`src/rtl/design_1_soc.sv`:
```
// Boot controller plus single-outstanding AXI4 instruction fetch engine.
// Register bus programs base/entry PC and run/hold; DEBUG shows the last fetched PC.
module design_1_soc (
    input  logic        ACLK,
    input  logic        ARESETN,
    input  logic        UART_RX,
    output logic        UART_TX,
    input  logic [15:0] WRADDR,
    input  logic [3:0]  BYTEEN,
    input  logic        WREN,
    input  logic [31:0] WDATA,
    input  logic [15:0] RDADDR,
    input  logic        RDEN,
    output logic [31:0] RDATA,
    output logic [31:0] DEBUG,
    output logic [31:0] M_AXI_ARADDR,
    output logic        M_AXI_ARVALID,
    input  logic        M_AXI_ARREADY,
    output logic [7:0]  M_AXI_ARLEN,
    output logic [2:0]  M_AXI_ARSIZE,
    output logic [1:0]  M_AXI_ARBURST,
    output logic [2:0]  M_AXI_ARPROT,
    input  logic [31:0] M_AXI_RDATA,
    input  logic [1:0]  M_AXI_RRESP,
    input  logic        M_AXI_RLAST,
    input  logic        M_AXI_RVALID,
    output logic        M_AXI_RREADY
);

    localparam logic [15:0] BOOT_BASE = 16'h1000;
    localparam logic [15:0] A_STATUS  = BOOT_BASE + 16'h0;
    localparam logic [15:0] A_CTRL    = BOOT_BASE + 16'h4;
    localparam logic [15:0] A_DRAM    = BOOT_BASE + 16'h8;
    localparam logic [15:0] A_ENTRY   = BOOT_BASE + 16'hC;
    localparam logic [15:0] A_INSTR   = BOOT_BASE + 16'h10;

    typedef enum logic [1:0] {
        S_IDLE,
        S_AR,
        S_R
    } state_t;

    state_t      r_state;
    state_t      w_state_next;
    logic        r_run;
    logic        r_hold;
    logic [31:0] r_drambase;
    logic [31:0] r_entrypc;
    logic [31:0] r_pc;
    logic [31:0] r_instr;
    logic [31:0] r_last_pc;
    logic [31:0] r_rdata;
    logic [31:0] r_araddr;

    logic        w_wr_ctrl;
    logic        w_hold_next;
    logic        w_start;
    logic        w_r_done;
    logic        w_accept;
    logic        w_load_ar;
    logic [31:0] w_fetch_pc;
    logic [31:0] w_rd_mux;
    logic        w_unused;

    function automatic logic [31:0] merge(input logic [31:0] old_v,
                                          input logic [31:0] new_v,
                                          input logic [3:0]  be);
        logic [31:0] res;
        res = old_v;
        for (int unsigned i = 0; i < 4; i++) begin
            if (be[i]) res[8*i +: 8] = new_v[8*i +: 8];
        end
        return res;
    endfunction

    assign w_unused = ^{UART_RX, M_AXI_RRESP, M_AXI_RLAST};

    assign UART_TX       = 1'b1;
    assign M_AXI_ARLEN   = '0;
    assign M_AXI_ARSIZE  = 3'b010;
    assign M_AXI_ARBURST = 2'b01;
    assign M_AXI_ARPROT  = '0;
    assign M_AXI_ARVALID = (r_state == S_AR);
    assign M_AXI_RREADY  = (r_state == S_R);
    assign M_AXI_ARADDR  = r_araddr;
    assign RDATA         = r_rdata;
    assign DEBUG         = r_last_pc;

    // START only counts when the same write leaves hold_reset cleared
    assign w_wr_ctrl   = WREN && (WRADDR == A_CTRL) && BYTEEN[0];
    assign w_hold_next = w_wr_ctrl ? WDATA[0] : r_hold;
    assign w_start     = w_wr_ctrl && WDATA[1] && !w_hold_next && !r_run;

    // A beat finishing after run was dropped is consumed but discarded
    assign w_r_done   = (r_state == S_R) && M_AXI_RVALID;
    assign w_accept   = w_r_done && r_run;
    assign w_load_ar  = (w_state_next == S_AR) && (r_state != S_AR);
    assign w_fetch_pc = (r_state == S_R) ? (r_pc + 32'd4) : r_pc;

    always_comb begin
        w_state_next = r_state;
        case (r_state)
            S_IDLE: if (r_run) w_state_next = S_AR;
            S_AR:   if (M_AXI_ARREADY) w_state_next = S_R;
            S_R:    if (M_AXI_RVALID) w_state_next = r_run ? S_AR : S_IDLE;
            default: w_state_next = S_IDLE;
        endcase
    end

    always_ff @(posedge ACLK or negedge ARESETN) begin
        if (!ARESETN) begin
            r_state  <= S_IDLE;
            r_araddr <= '0;
        end else begin
            r_state <= w_state_next;
            if (w_load_ar) r_araddr <= r_drambase + w_fetch_pc;
        end
    end

    always_ff @(posedge ACLK or negedge ARESETN) begin
        if (!ARESETN) begin
            r_run      <= 1'b0;
            r_hold     <= 1'b1;
            r_drambase <= '0;
            r_entrypc  <= '0;
            r_pc       <= '0;
            r_instr    <= '0;
            r_last_pc  <= '0;
        end else begin
            if (w_wr_ctrl) r_hold <= WDATA[0];
            if (w_wr_ctrl && WDATA[0]) begin
                r_run <= 1'b0;
            end else if (w_start) begin
                r_run <= 1'b1;
            end
            if (WREN && WRADDR == A_DRAM)  r_drambase <= merge(r_drambase, WDATA, BYTEEN);
            if (WREN && WRADDR == A_ENTRY) r_entrypc  <= merge(r_entrypc, WDATA, BYTEEN);
            if (w_start) begin
                r_pc <= r_entrypc;
            end else if (w_accept) begin
                r_pc <= r_pc + 32'd4;
            end
            if (w_accept) begin
                r_last_pc <= r_pc;
                r_instr   <= M_AXI_RDATA;
            end
        end
    end

    always_comb begin
        w_rd_mux = '0;
        case (RDADDR)
            A_STATUS: w_rd_mux = {30'd0, r_hold, r_run};
            A_CTRL:   w_rd_mux = {31'd0, r_hold};
            A_DRAM:   w_rd_mux = r_drambase;
            A_ENTRY:  w_rd_mux = r_entrypc;
            A_INSTR:  w_rd_mux = r_instr;
            default:  w_rd_mux = '0;
        endcase
    end

    always_ff @(posedge ACLK or negedge ARESETN) begin
        if (!ARESETN) begin
            r_rdata <= '0;
        end else if (RDEN) begin
            r_rdata <= w_rd_mux;
        end
    end

endmodule

```
`config.mk`:
```
export PLATFORM = sky130hd
export DESIGN_NAME = design_1_soc
export DESIGN_NICKNAME = d
export VERILOG_FILES = /design/src/rtl/design_1_soc.sv
export SDC_FILE = /design/constraint.sdc
export NUM_CORES = 1
export LEC_CHECK = 0
export CORE_UTILIZATION = 45
export DETAILED_ROUTE_END_ITERATION = 8
export PLACE_DENSITY = 0.7
export REMOVE_ABC_BUFFERS = 1
export SLEW_MARGIN = 20
export SYNTH_ARGS = -nofsm -noshare
export SYNTH_HDL_FRONTEND = slang
export SYNTH_SLANG_ARGS = --single-unit
```
`constraint.sdc`:
```
create_clock -name ACLK -period 10 [get_ports ACLK]
set_input_delay 2 -clock ACLK [delete_from_list [all_inputs] [get_ports ACLK]]
set_output_delay 2 -clock ACLK [all_outputs]
set_load 0.02 [all_outputs]
```
# [Word-level counts from Yosys, hierarchy flattened]
# Cells that the tools add are included.
# W data, S select, Z words.
[classes] n_addsub=2 eq_ne=12 mux=12 reduce_logical=24
[op_table] cell="$pmux W32 S5" n=1
[op_table] cell="$eq A16 B13 Y1 const B" n=8
[op_table] cell="$mux W32" n=3
[op_table] cell="$add A32 B3 Y32 const B" n=1
[op_table] cell="$add A32 B32 Y32" n=1
[op_table] cell="$reduce_and A2 Y1" n=8
[op_table] cell="$logic_and A1 B1 Y1" n=11
[op_table] cell="$mux W2" n=3
[op_table] cell="$pmux W2 S3" n=1
[op_table] cell="$eq A2 B1 Y1 const B" n=2
[op_table] cell="$mux W1" n=4
[op_table] cell="$reduce_bool A2 Y1" n=2
[op_table] cell="$eq A2 B2 Y1 const B" n=1
[op_table] cell="$logic_not A1 Y1" n=2
[op_table] cell="$logic_not A2 Y1" n=1
[op_table] cell="$ne A2 B1 Y1 const B" n=1
[totals] register_bits=228 in_bits=110 out_inout_bits=115 word_cells=66

# [Longest topological paths before layout]
# Gate-level depths: netlist of the first run.
[depth] word_depth=9 depth_mapped=16 mapped_depth_nobuf=15

# [Least setup slack after synthesis of the first run]
# OpenSTA, ideal clock, no wires.
[synth_path] kind="input-to-reg" from="input port WRADDR[8]" to="register r_pc[22]" setup_ps=126 arrival_time_ps=3569 required_time_ps=9874 slack_ps=6305 stages=7 n_path_buf=1 path_cell_list="nor4_1 -> nand4_1 -> nor4b_4 -> or2_1 -> buf_2 -> o21ai_1 -> a221o_1"
[synth_via] elab_chain_len=8 word_cells_on_any_way=10 cone_classes="eq/ne: 1; mux: 2; reduce/logical: 7"
[synth_lines] item="start, declared" line_no="8" rtl="input logic [15:0] WRADDR,"
[synth_lines] item="$eq A16 B13 Y1 (*)" line_no="90" rtl="assign w_wr_ctrl = WREN && (WRADDR == A_CTRL) && BYTEEN[0];"
[synth_lines] item="$logic_and A1 B1 Y1 (*) (2 in series)" line_no="90"
[synth_lines] item="$mux W1"
[synth_lines] item="$logic_not A1 Y1" line_no="92" rtl="assign w_start = w_wr_ctrl && WDATA[1] && !w_hold_next && !r_run;"
[synth_lines] item="$logic_and A1 B1 Y1 (*) (2 in series)" line_no="92"
[synth_lines] item="$mux W32 or $reduce_bool A2 Y1 (tied branches)"
[synth_lines] item="end signal, assigned" line_no="139" rtl="r_pc <= r_entrypc;"
[synth_lines] item="end signal, assigned" line_no="141" rtl="r_pc <= r_pc + 32'd4;"
[synth_lines] item="end, declared" line_no="49" rtl="logic [31:0] r_pc;"
# Mark *: on every way between the ends. The rest lies on a longest branch, timed or not.
# A chain may end at the register's enable or synchronous reset.

# [Final worst setup path of the first run]
[layout_path] from="register r_state[0]" to="output port M_AXI_RREADY"
[layout_via] elab_chain_len=1
[layout_lines] item="start, declared" line_no="43" rtl="state_t r_state;"
[layout_lines] item="start signal, assigned" line_no="115" rtl="r_state <= w_state_next;"
[layout_lines] item="$eq A2 B2 Y1" line_no="84" rtl="assign M_AXI_RREADY = (r_state == S_R);"
[layout_lines] item="end, declared" line_no="27" rtl="output logic M_AXI_RREADY"
# No other way between the ends.

==> summary.md, run 1 <==
| Metric | Value |
|---|---|
| Fmax | `204 MHz` |
| Vias in the first global route | `10,100` |
| Dpl cells | `1,808` |
| Clock Path Buffers | `3` |
| Setup Skew | `0.00988 ns` |
| # DRC | `0` |
| Iter 0 DRT Violations | `827` |
| Worst EP required | `8.00 ns` |
| Flop pwr share | `47.8%` |
| HPWL Detailed | `24.8 mm` |
| CTS buffer count | `25` |
| Library cells used by synthesis | `78` |
| Post-DRT Antenna Nets | `0` |
| CTS Root Cell | `clkbuf_16` |
| Sw Share | `21.1%` |
| Comb pwr share | `4.2%` |
| Mapped cell area | `12,300 sq um` |
| WL/cell | `18.5 um` |
| Synthesis-to-layout area growth | `24.9%` |
| Die height | `167 um` |
| DRT Pass-1 Iters | `5` |
| Int Power | `1.52 mW` |
| Register-to-register setup slack | `5.67 ns` |
| Leak Pwr | `7.02 nW` |
| Post-CTS sizing | `0` |
| Pwr Density | `126 nW/um^2` |
| Layout Cells excl Fill | `1,853` |
| WHS Path Cells | `2` |
| CP endpoint kind | `output pin` |
| Startpoint Class | `flip-flop` |
| Fin. max-slew vios | `0` |
| NetSw | `0.408 mW` |
| Final Hold Viols | `0` |
| Setup bufs post-CTS | `0` |
| CP Max Fanout | `19` |
| Global-route wire length before repair | `55.5 mm` |
| Syn avg cell area | `9.29 sq um` |
| Die Wd | `167 um` |
| Yosys warning total | `0` |
| Clk pwr share | `48.0%` |
| Share of cells above drive strength 1 | `9.66%` |
| Port Buf Inserts | `203` |
| Minimum clock period | `4.91 ns` |
| Slew margin rel. | `41.4%` |
| Cells after Synth | `1,322` |
| Hold Path Sink | `M_AXI_ARADDR[0]$_DFFE_PN0P_` |
| RSZ-0062 raised after global routing | `no` |
| Routability congestion estimate | `0.882` |
| Row cnt | `60` |
| Pwr Total | `1.93 mW` |
| Hold path startpoint | `M_AXI_ARADDR[0]$_DFFE_PN0P_` |
| Setup TNS | `0 ns` |
| Initial Utilization | `45.7%` |
| End of the worst register-to-register path | `M_AXI_ARADDR[28]$_DFFE_PN0P_` |
| Post-CTS Hold Buffers | `0` |
| Period utilization | `49.1%` |
| N_diodes | `0` |
| Max VDD drop | `0.000114 V` |
| Status | `complete, no violations` |
| DR vias | `10,400` |
| GRT Util Overall | `24.8%` |
| Vias per cell | `5.62` |
| Worst r2r src | `r_state[0]$_DFF_PN0_` |
| Final wirelength | `34.3 mm` |
| Clk sink count | `228` |
| Worst path arrival time | `2.91 ns` |
| IO Pins | `225` |
| Clk Latency, worst-skew pair | `0.52 ns` |
| Core Region | `26,900 sq um` |
| Number of max-cap violations | `0` |
| FFs w/ async S/R, synth | `100%` |
| TritonCTS clock tree | `done` |
| H-tree depth | `1` |
| Pin count of the biggest net entering global routing | `110` |
| Layout fillers | `2,365` |
| Ys flop type | `dfrtp_1` |
| Setup CP Type | `reg2out` |
| Seq/Total Area, Yosys | `46.5%` |
| Overflow after GRT | `0` |
| FF-to-FF path depth | `12` |
| Nets | `1,643` |
| Setup-failing EPs final | `0` |
| Hold Path Class | `reg2reg` |
| Register bit count reported by yosys | `228` |
| Clock transition at path regs | `0.06 ns` |
| Initial antenna violation count | `0` |
| Worst-margin pin slew | `0.879 ns` |
| DIE AREA | `27,900 sq um` |
| EDFF count, synth | `0` |
## per-stage QoR
| step | hold WS, ns | setup slack, ns | cell area (sq um) | utilization (%) |
|---|---|---|---|---|
| final | 0.469 | 5.09 | 15300 | 57.1 |
| after global placement | 0.461 | 5.21 | 14500 | 54.0 |
| after floorplan | 0.445 | 4.37 | 11900 | - |
| after CTS | 0.476 | 5.07 | 15300 | 57.0 |
| after detailed placement | 0.462 | 5.10 | 14500 | 54.0 |
| after global routing | 0.489 | 4.99 | 15300 | 57.1 |
## power groups by stage
stage	logic [mW]	clock network [mW]	registers, mW
6_report	0.0808	0.927	0.923
5_1_grt	0.0879	0.982	0.923
4_1_cts	0.0820	0.946	0.923
2_1_floorplan	0.00921	0	0.941
3_3_place_gp	0.0809	0	0.940
3_5_place_dp	0.0818	0	0.940
## routing by layer
| layer | GRT usage [%] | vias up | part of all wire, % |
|---|---|---|---|
| met5 | 0 | - | 0 |
| met4 | 5.46 | 0 | 1.9 |
| met3 | 3.64 | 52 | 6.1 |
| met2 | 38.9 | 346 | 45 |
| met1 | 36.4 | 5044 | 47 |
| li1 | - | 4964 | - |
## synthesized netlist by cell type (all sizes together) (7+ instances only)
| library cell | number | share of area [%] |
|---|---|---|
| a21o | 17 | 1.0 |
| a21oi | 86 | 3.5 |
| a221o | 8 | 0.65 |
| a22oi | 36 | 2.2 |
| and3 | 13 | 0.71 |
| buf | 39 | 2.0 |
| clkbuf | 47 | 1.4 |
| dfrtp | 227 | 46 |
| ha | 38 | 3.9 |
| inv | 21 | 0.64 |
| mux2 | 64 | 5.9 |
| nand2 | 294 | 9.1 |
| nand3 | 19 | 0.77 |
| nand4 | 28 | 1.5 |
| nor2 | 55 | 1.7 |
| nor2b | 36 | 1.8 |
| nor3 | 21 | 0.86 |
| nor4 | 9 | 0.63 |
| o211ai | 8 | 0.49 |
| o21ai | 111 | 4.5 |
| or3 | 7 | 0.40 |
| xnor2 | 36 | 2.6 |
| xor2 | 15 | 1.1 |
## registers in the layout, summed over array words and instances (netlist names)
signal,count
r_run,1
DEBUG,32
RDATA,32
r_state,2
r_instr,32
M_AXI_ARADDR,32
r_pc,32
r_drambase,32
r_entrypc,32
r_hold,1
## worst max-delay path by stage
stage,start,depth (start not counted),to
after global routing,r_state[0]$_DFF_PN0_,3,M_AXI_RREADY
after global placement,WRADDR[4],6,r_drambase[7]$_DFFE_PN0P_
final,r_state[0]$_DFF_PN0_,3,M_AXI_RREADY
after CTS,r_state[0]$_DFF_PN0_,3,M_AXI_RREADY
after floorplan,M_AXI_RVALID,2,M_AXI_ARADDR[11]$_DFFE_PN0P_
after detailed placement,WRADDR[4],6,r_drambase[29]$_DFFE_PN0P_
## cells in the final DEF, fill, tap and decap left out, drive strengths merged, types with 9 or more instances in the layout
| cell type | netlist | final |
|---|---|---|
| clkdlybuf4s50 | 0 | 202 |
| dfrtp | 227 | 227 |
| nor2 | 55 | 55 |
| nor2b | 36 | 36 |
| ha | 38 | 38 |
| nor4 | 9 | 9 |
| nand3 | 19 | 19 |
| inv | 21 | 21 |
| xnor2 | 36 | 36 |
| nor3 | 21 | 21 |
| a21oi | 86 | 86 |
| clkbuf | 47 | 35 |
| and3 | 13 | 13 |
| conb | 2 | 17 |
| buf | 39 | 14 |
| nand2 | 294 | 294 |
| a22oi | 36 | 36 |
| a21o | 17 | 17 |
| o21ai | 111 | 111 |
| xor2 | 15 | 15 |
| mux2 | 64 | 64 |
| nand4 | 28 | 28 |
## final cells by class
| type | count | area, sq um | share of cell area [%] |
|---|---|---|---|
| flip-flops and latches | 228 | 5710 | 37.2 |
| well taps | 341 | 427 | 2.78 |
| inverters | 22 | 82.6 | 0.539 |
| clock buffers | 35 | 693 | 4.52 |
| clock inverters | 10 | 134 | 0.873 |
| repair buffers | 216 | 2130 | 13.9 |
| multi-input cells | 1001 | 6160 | 40.2 |
## worst max-delay path, stage by stage (launching register included)
cell and delay, ns:
dfrtp_1 0.38, nand2b_1 0.50, clkinv_1 0.77, clkdlybuf4s50_1 0.75
## logic make-up after synthesis
group / synth area share, %
other cells: 0.0612
simple gates: 19.6
flops: 46.5
fa+ha+maj: 4.04
buf+inv: 4.17
mux: 5.95
compound gates: 16.0
xor+xnor: 3.64
Power figures use the tool's default switching activity.
==> inputs of run 2 (changes only) <==
Clock period 10 ns to 4.7 ns, I/O delays scaled along.
==> summary.md, run 2 (synthesized netlist as in run 1, its figures left out) <==
| Metric | Value |
|---|---|
| IO Pins | `225` |
| Setup bufs post-CTS | `0` |
| Worst-margin pin slew | `0.851 ns` |
| Crit-path slowest cell | `or3_1` |
| CP dominant cell by count | `a21o_1` |
| Multi-input logic area | `6150 sq um` |
| Setup TNS | `0 ns` |
| Post-CTS sizing | `0` |
| Iter 0 DRT Violations | `975` |
| End of the critical path | `M_AXI_ARADDR[28]$_DFFE_PN0P_` |
| Routability congestion estimate | `0.920` |
| Post-DRT Antenna Nets | `0` |
| FF/Latch Area | `5710 sq um` |
| Status | `complete, no violations` |
| Pin count of the biggest net entering global routing | `84` |
| Max VDD drop | `0.000181 V` |
| Port Buf Inserts | `203` |
| NetSw | `0.887 mW` |
| CTS Root Cell | `clkbuf_16` |
| GRT Util Overall | `24.7%` |
| Clock transition at path regs | `0.07 ns` |
| Clk sink count | `228` |
| Clock Path Buffers | `3` |
| Overflow after GRT | `0` |
| Setup Skew | `0.0181 ns` |
| RSZ-0062 raised after global routing | `no` |
| Most frequent cells in the layout | `289 x nand2_1, 227 x dfrtp_1, 202 x clkdlybuf4s50_1` |
| Slew margin rel. | `43.3%` |
| Setup CP Type | `reg2reg` |
| TritonCTS clock tree | `done` |
| CP Max Fanout | `9` |
| Vias per cell | `5.66` |
| Register-to-register setup slack | `0.45 ns` |
| Initial antenna violation count | `0` |
| Dpl cells | `1,815` |
| DRT Pass-1 Iters | `6` |
| Layout Cells excl Fill | `1,858` |
| DIE AREA | `27,900 sq um` |
| Worst hold slack | `0.404 ns` |
| Setup-failing EPs final | `0` |
| Startpoint Class | `flip-flop` |
| H-tree depth | `1` |
| Die height | `167 um` |
| Minimum clock period | `4.25 ns` |
| Initial Utilization | `45.7%` |
| Final wirelength | `34.6 mm` |
| Worst Path Buf+Inv | `0` |
| Comb pwr share | `4.3%` |
| Row cnt | `60` |
| Worst path top cell family by delay | `compound AO/OA/AOI/OAI gates` |
| Pwr Total | `4.07 mW` |
| Worst path arrival time | `4.65 ns` |
| Layout fillers | `2,393` |
| Final Hold Viols | `0` |
| Leak Pwr | `7.06 nW` |
| Vias in the first global route | `9,974` |
| # DRC | `0` |
| HPWL Detailed | `25.3 mm` |
| CP peak stage delay | `0.59 ns` |
| Clk pwr share | `47.4%` |
| Clk Latency, worst-skew pair | `0.53 ns` |
| CTS buffer count | `24` |
| Flop pwr share | `48.3%` |
| Period utilization | `90.4%` |
| Critical Path Source | `r_pc[4]$_DFFE_PN0P_` |
| Most common cell after layout, fill and taps aside | `nand2_1` |
| WL/cell | `18.6 um` |
| Int Power | `3.18 mW` |
| Number of max-cap violations | `0` |
| Sw Share | `21.8%` |
| Nets | `1,649` |
| Critical Path, Cell by Cell | `nand3_1 > or3_1 > nor2_1 > nand4_1 > xnor2_1 > ha_1 > a21o_1 > a21o_1 > a21oi_1 > nor3_1 > a2111oi_0 > o21ai_0 > a221o_1` |
| Worst r2r src | `r_pc[4]$_DFFE_PN0P_` |
| FF-to-FF path depth | `13` |
| Worst EP required | `5.10 ns` |
| End of the worst register-to-register path | `M_AXI_ARADDR[28]$_DFFE_PN0P_` |
| CP endpoint kind | `flip-flop` |
| Synthesis-to-layout area growth | `25.2%` |
| Post-CTS Hold Buffers | `0` |
| Fin. max-slew vios | `0` |
| Fmax | `235 MHz` |
| Core Region | `26,900 sq um` |
| Pwr Density | `265 nW/um^2` |
| Levels on crit path | `13` |
| Die Wd | `167 um` |
| Hold Path Class | `in2async` |
| Global-route wire length before repair | `55.2 mm` |
| DR vias | `10,500` |
| Share of cells above drive strength 1 | `10.2%` |
| N_diodes | `0` |
==> run 2: worst min path at each step <==
stage,from,end,slack (ns),depth (start not counted)
after floorplan,r_instr[0]$_DFFE_PN0P_,r_instr[0]$_DFFE_PN0P_,0.45,2
after global placement,r_instr[17]$_DFFE_PN0P_,r_instr[17]$_DFFE_PN0P_,0.46,2
after detailed placement,r_instr[1]$_DFFE_PN0P_,r_instr[1]$_DFFE_PN0P_,0.46,2
after CTS,ARESETN,DEBUG[27]$_DFFE_PN0P_,0.45,1
after global routing,ARESETN,M_AXI_ARADDR[29]$_DFFE_PN0P_,0.45,1
final,ARESETN,M_AXI_ARADDR[29]$_DFFE_PN0P_,0.40,1
==> run 2: stage by stage <==
| stage | setup slack, ns | instance area, sq um | utilization, % |
|---|---|---|---|
| final | 0.453 | 15400 | 57.2 |
| after global routing | 0.153 | 15400 | 57.2 |
| after global placement | 0.638 | 14600 | 54.2 |
| after floorplan | 0.130 | 11900 | - |
| after CTS | 0.565 | 15400 | 57.2 |
| after detailed placement | 0.632 | 14600 | 54.2 |
==> run 2: cell type report <==
cell class | count | share of cell area, %
Clock inverter | 12 | 0.782
Timing Repair Buffer | 223 | 14.3
Tap cell | 341 | 2.78
Clock buffer | 31 | 4.41
Multi-Input combinational cell | 1001 | 40.0
Inverter | 22 | 0.537
Sequential cell | 228 | 37.1
==> run 2: routing by layer <==
metal,wire (um),part of all wire (%),vias up,GRT usage (%)
li1,-,-,4977,-
met3,2700,7.8,34,3.90
met4,508,1.5,0,5.19
met1,15900,46,5083,36.5
met5,0,0,-,0
met2,15500,45,415,38.3
==> run 2: power groups by stage <==
stage / Clock, mW / Combinational (mW) / Sequential (mW)
final: 1.93 / 0.174 / 1.96
after global routing: 2.05 / 0.189 / 1.96
after CTS: 1.96 / 0.177 / 1.96
after detailed placement: 0 / 0.176 / 2.00
after global placement: 0 / 0.175 / 2.00
after floorplan: 0 / 0.0196 / 2.00
==> inputs of run 3 (changes only) <==
Settings changed: ABC_AREA set to 0, GPL_TIMING_DRIVEN set to 0.
==> summary.md, run 3 (synthesized netlist as in run 1, its figures left out) <==
| Metric | Value |
|---|---|
| Status | `complete, no violations` |
| Vias per cell | `5.69` |
| RSZ-0062 raised after global routing | `no` |
| Post-CTS sizing | `0` |
| DIE AREA | `27,900 sq um` |
| IO Pins | `225` |
| Period utilization | `93.2%` |
| Final Hold Viols | `0` |
| Setup TNS | `0 ns` |
| Clock Path Buffers | `3` |
| Finished Cell Area | `15,400 sq um` |
| Number of max-cap violations | `0` |
| Setup CP Type | `reg2reg` |
| Die height | `167 um` |
| Share of cells above drive strength 1 | `10.1%` |
| Setup-failing EPs final | `0` |
| Placed cell area | `14,700 sq um` |
| H-tree depth | `1` |
| GRT Util Overall | `25.1%` |
| Pin count of the biggest net entering global routing | `104` |
| # DRC | `0` |
| Critical Path, Cell by Cell | `nand2b_1 > clkinv_1 > nand4_1 > xnor2_1 > ha_1 > a21o_1 > a21o_1 > a21oi_1 > nor3_1 > a2111oi_0 > o21ai_0 > a221o_1` |
| Clk sink count | `228` |
| Nets | `1,647` |
| Hold Path Class | `in2async` |
| Fin. max-slew vios | `0` |
| Leak Pwr | `7.08 nW` |
| Overflow after GRT | `0` |
| Fmax | `228 MHz` |
| Global-route wire length before repair | `55.9 mm` |
| Post-CTS Hold Buffers | `0` |
| Core Region | `26,900 sq um` |
| Minimum clock period | `4.38 ns` |
| Startpoint Class | `flip-flop` |
| Setup bufs post-CTS | `0` |
| Crit-path slowest cell | `clkinv_1` |
| Setup Skew | `0.0255 ns` |
| Slew margin rel. | `29.7%` |
| CTS Root Cell | `clkbuf_16` |
| Initial Utilization | `45.7%` |
| Max VDD drop | `0.000206 V` |
| N_diodes | `0` |
| HPWL Detailed | `26.1 mm` |
| Post-DRT Antenna Nets | `0` |
| Die Wd | `167 um` |
| Synthesis-to-layout area growth | `25.7%` |
| Row cnt | `60` |
| Most frequent cells in the layout | `289 x nand2_1, 227 x dfrtp_1, 201 x clkdlybuf4s50_1` |
| CP Max Fanout | `19` |
| CP dominant cell by count | `a21o_1` |
| Most common cell after layout, fill and taps aside | `nand2_1` |
| Worst path arrival time | `4.79 ns` |
| Routability congestion estimate | `0.884` |
| TritonCTS clock tree | `done` |
| Worst-margin pin slew | `1.05 ns` |
| Vias in the first global route | `10,100` |
| DR vias | `10,600` |
| Iter 0 DRT Violations | `936` |
| DRT Pass-1 Iters | `8` |
| CP peak stage delay | `0.78 ns` |
| Worst EP required | `5.11 ns` |
| Initial antenna violation count | `0` |
| Clk Latency, worst-skew pair | `0.54 ns` |
| Pwr Density | `261 nW/um^2` |
| Final wirelength | `35.1 mm` |
| Clock transition at path regs | `0.06 ns` |
| Layout fillers | `2,384` |
| CP endpoint kind | `flip-flop` |
| WL/cell | `18.9 um` |
| Port Buf Inserts | `203` |
| CTS buffer count | `25` |
run 3: cell count changes in the layout (fill, tap and decap cells not counted), sizes merged:
cell / change
buf: -2
inv: +1
clkinvlp: +1
clkinv: -2
bufinv: -1
clkbuf: +1
clkdlybuf4s50: -1
run 3: area by class of cell:
cell class	count	area (sq um)	share of cell area, %
Multi-Input combinational cell	1001	6170	40.0
Clock inverter	11	92.6	0.600
Timing Repair Buffer	220	2270	14.7
Inverter	22	82.6	0.535
Clock buffer	32	682	4.42
Sequential cell	228	5710	37.0
Tap cell	341	427	2.76
run 3: worst max-delay path: cells and delay by family (launching register included):
kind | cells | cell delay, ns
fa+ha+maj | 1 | 0.34
compound gates | 6 | 1.63
flops | 1 | 0.38
buf+inv | 1 | 0.78
xor+xnor | 1 | 0.17
simple gates | 3 | 0.97
run 3: per-stage QoR:
step	util [%]	cells	setup WS (ns)	total power [mW]	hold slack, ns
final	57.4	1855	0.319	4.03	0.292
after global routing	57.4	1855	0.0840	4.13	0.313
after CTS	57.4	1855	0.355	4.05	0.299
after detailed placement	54.5	1812	0.390	2.18	0.466
after global placement	53.4	1795	-6.97	2.17	0.461
after floorplan	-	1251	0.130	2.02	0.445
run 3: path summary, 6_finish.rpt:
path,cells after the start,slack [ns],endpoint,start
setup reg to reg,12,0.32,M_AXI_ARADDR[28]$_DFFE_PN0P_,r_state[0]$_DFF_PN0_
min in group ACLK,2,0.47,DEBUG[12]$_DFFE_PN0P_,DEBUG[12]$_DFFE_PN0P_
hold / removal,1,0.29,M_AXI_ARADDR[26]$_DFFE_PN0P_,ARESETN
hold reg to reg,2,0.47,DEBUG[12]$_DFFE_PN0P_,DEBUG[12]$_DFFE_PN0P_
max in group asynchronous,3,3.14,r_hold$_DFF_PN1_,ARESETN
setup / recovery,12,0.32,M_AXI_ARADDR[28]$_DFFE_PN0P_,r_state[0]$_DFF_PN0_
run 3: per-layer routing:
| layer | global-route usage [%] | share of wire, % | vias to the layer above |
|---|---|---|---|
| li1 | - | - | 4965 |
| met1 | 36.6 | 46 | 5142 |
| met2 | 39.2 | 45 | 394 |
| met3 | 3.33 | 6.6 | 61 |
| met4 | 6.90 | 2.3 | 0 |
| met5 | 0 | 0 | - |
run 3: power by group:
part	switching (mW)	total [mW]	internal [mW]	leakage [nW]
Sequential	0.000587	1.96	1.96	3.16
Combinational	0.0881	0.175	0.0873	3.54
Clock	0.812	1.89	1.08	0.381
==> RTL edit: new RTL, settings of run 2 <==
Re-encode `state_t` (3 states) as one-hot, 3 bits wide.
--- a/src/rtl/design_1_soc.sv
+++ b/src/rtl/design_1_soc.sv
@@ -34,10 +34,10 @@
     localparam logic [15:0] A_ENTRY   = BOOT_BASE + 16'hC;
     localparam logic [15:0] A_INSTR   = BOOT_BASE + 16'h10;
 
-    typedef enum logic [1:0] {
-        S_IDLE,
-        S_AR,
-        S_R
+    typedef enum logic [2:0] {
+        S_IDLE = 3'b001,
+        S_AR   = 3'b010,
+        S_R    = 3'b100
     } state_t;
 
     state_t      r_state;
Check against the original RTL: no difference found for any inputs over 4 cycles, from zero or initial values and one cycle with ARESETN low; so few cycles prove little.
==> RTL edit against run 2 <==
  * Non-clock buffer count fell by 2
  * Sequential cell count rose by 1
  * Highest routed layer is now met5
  * Combinational power rose by 47%
  * Design area rose by 0.49%
  * Wire length fell by 2.7%
  * Die area rose by 1.3%
  * Via count fell by 2.8%
  * Total power rose by 1.1%
  * Synthesized cell count rose by 0.91%
  * Worst hold slack improved by 0.066 ns
  * Worst setup slack improved by 0.25 ns
  * Area after synthesis rose by 1.3%
  * Final cell count rose by 0.22%
==> RTL edit: results (changes against run 2) <==
[outcome]
status = finished, final reports clean  ; unchanged

[drt]
routed_via_density = 5.48  ; was 5.66
wl_per_cell_um = 18.1  ; was 18.6 µm
met2_length_mm = 15.0  ; was 15.5 mm
first_pass_iters = 5  ; was 6
met3_length_mm = 2.21  ; was 2.70 mm
topRoutingLayerUsed = met5  ; was met4
wl_met1_mm = 15.7  ; was 15.9 mm
drt_iter0_markers = 882  ; was 975

[cts]
clkSlewWorstSetupHoldPaths_ns = 0.06
root_buffer = clkbuf_16  ; unchanged
clock_path_buffers = 3  ; unchanged
numCtsBuffers = 25  ; was 24
clock_latency_ns = 0.53  ; about the same
cts_resized = 0  ; unchanged
post_cts_buffers = 0  ; unchanged
htree_levels = 1  ; unchanged

[grt]
grt_pass1_vias = 9950  ; was 9974
met3_usage = 0.0393  ; was 0.0390
grtUsageTotal = 0.240  ; was 0.247
grt_pass1_wl_mm = 54.2  ; was 55.2 mm
grtUsageMet1 = 0.354  ; was 0.365
grt_use_met2 = 0.367  ; was 0.383
antenna_found_initial = 2  ; was 0
grt_max_degree = 123  ; was 84

[critical_path]
rr_endpoint = M_AXI_ARADDR[31]  ; was M_AXI_ARADDR[28]
r2r_start = r_pc[2]  ; was r_pc[4]
slowest_delay_ns = 0.43  ; was 0.59 ns
cp_max_fo = 6  ; was 9
cp.arrival_ns = 4.40  ; was 4.65 ns
r2r_cells = 15  ; was 13
critPathTopFamily = simple AND/OR/NAND/NOR gates  ; was compound AO/OA/AOI/OAI gates
slowest_stage = dfrtp_1  ; was or3_1
r2r_slack_ns = 0.70  ; was 0.45 ns

[power]
irDropWorstVdd_uv = 172  ; was 181 µV
p_int_uw = 3190  ; was 3180 µW
p_leak_uw = 0.00714  ; was 0.00706 µW

[hold_path]
min_path_type = input port to async pin  ; unchanged

[logic_synthesis]
async_reset_ff_frac = 1.00  ; unchanged
synth.distinct_cells = 70  ; was 78
ys_seq_area_frac = 0.461  ; was 0.465
synth_area_leaders = dfrtp_1, nand2_1, mux2_2, ha_1, a21oi_1  ; was dfrtp_1, nand2_1, mux2_2, o21ai_0, ha_1
synth_common_cells = nand2_1, dfrtp_1, mux2_2, a21oi_1, nor2_1  ; was nand2_1, dfrtp_1, o21ai_0, a21oi_1, mux2_2
yosysWarnings = 0  ; unchanged

[sta]
finClkSkew_ns = 0.0115  ; was 0.0181 ns
maxSlewHeadroom = 0.350  ; was 0.433

[placement]
placed_area_um2 = 14700  ; was 14600 µm²
io_buffers = 203  ; unchanged
dp_hpwl_mm = 24.5  ; was 25.3 mm
gp_congestion = 0.883  ; was 0.920

[cells_and_area]
drive_gt1_frac = 0.117  ; was 0.102
nets = 1654  ; was 1649
fillerInstances = 2398  ; was 2393

## RTL edit: power groups by stage
stage                     registers (µW)  clock network, µW  logic (µW)
after floorplan                     2060                  0        37.5
after global placement              2040                  0         256
after detailed placement            2040                  0         259
after CTS                           2000               1890         260
after global routing                2000               1970         278
final                               2000               1850         256
## RTL edit: area by class of cell
cell class              instances  area [µm²]  area share
clock buffers                  35         693      0.0449
diodes                          1        2.50    0.000162
repair buffers                221        2180       0.141
well taps                     341         427      0.0276
inverters                      21        78.8     0.00510
multi-input cells            1007        6270       0.406
clock inverters                 7        60.1     0.00389
flip-flops and latches        229        5730       0.371
## RTL edit: cell families (layout without fill, tap and decap cells)
logic type	Yosys count	count (layout)	synth area share
muxes	103	103	0.0937
adders and majority gates	39	39	0.0398
other	2	18	0.000604
AOI/OAI and AO/OA	282	282	0.139
buffers and inverters	113	284	0.0421
xor gates and xnor gates	52	52	0.0366
DFF	229	229	0.461
and+or+nand+nor	514	514	0.188
## RTL edit: worst max path at each step
stage	startpoint	to	slack [ns]	depth (start not counted)
after floorplan	RDADDR[13]	RDATA[0]	0.22	5
after global placement	r_pc[2]	M_AXI_ARADDR[31]	0.79	15
after detailed placement	r_pc[2]	M_AXI_ARADDR[31]	0.75	15
after CTS	r_pc[2]	M_AXI_ARADDR[31]	0.74	15
after global routing	r_pc[2]	M_AXI_ARADDR[31]	0.40	15
final	r_pc[2]	M_AXI_ARADDR[31]	0.70	15
## RTL edit: per-stage QoR
step	hold slack, ns	std cells	power [µW]	setup WS [ns]	utilization
final	0.471	1862	4110	0.700	0.571
after detailed placement	0.463	1819	2300	0.749	0.543
after floorplan	0.445	1257	2100	0.220	-
after CTS	0.478	1861	4150	0.739	0.571
after global routing	0.494	1862	4250	0.396	0.571
after global placement	0.458	1819	2290	0.787	0.543
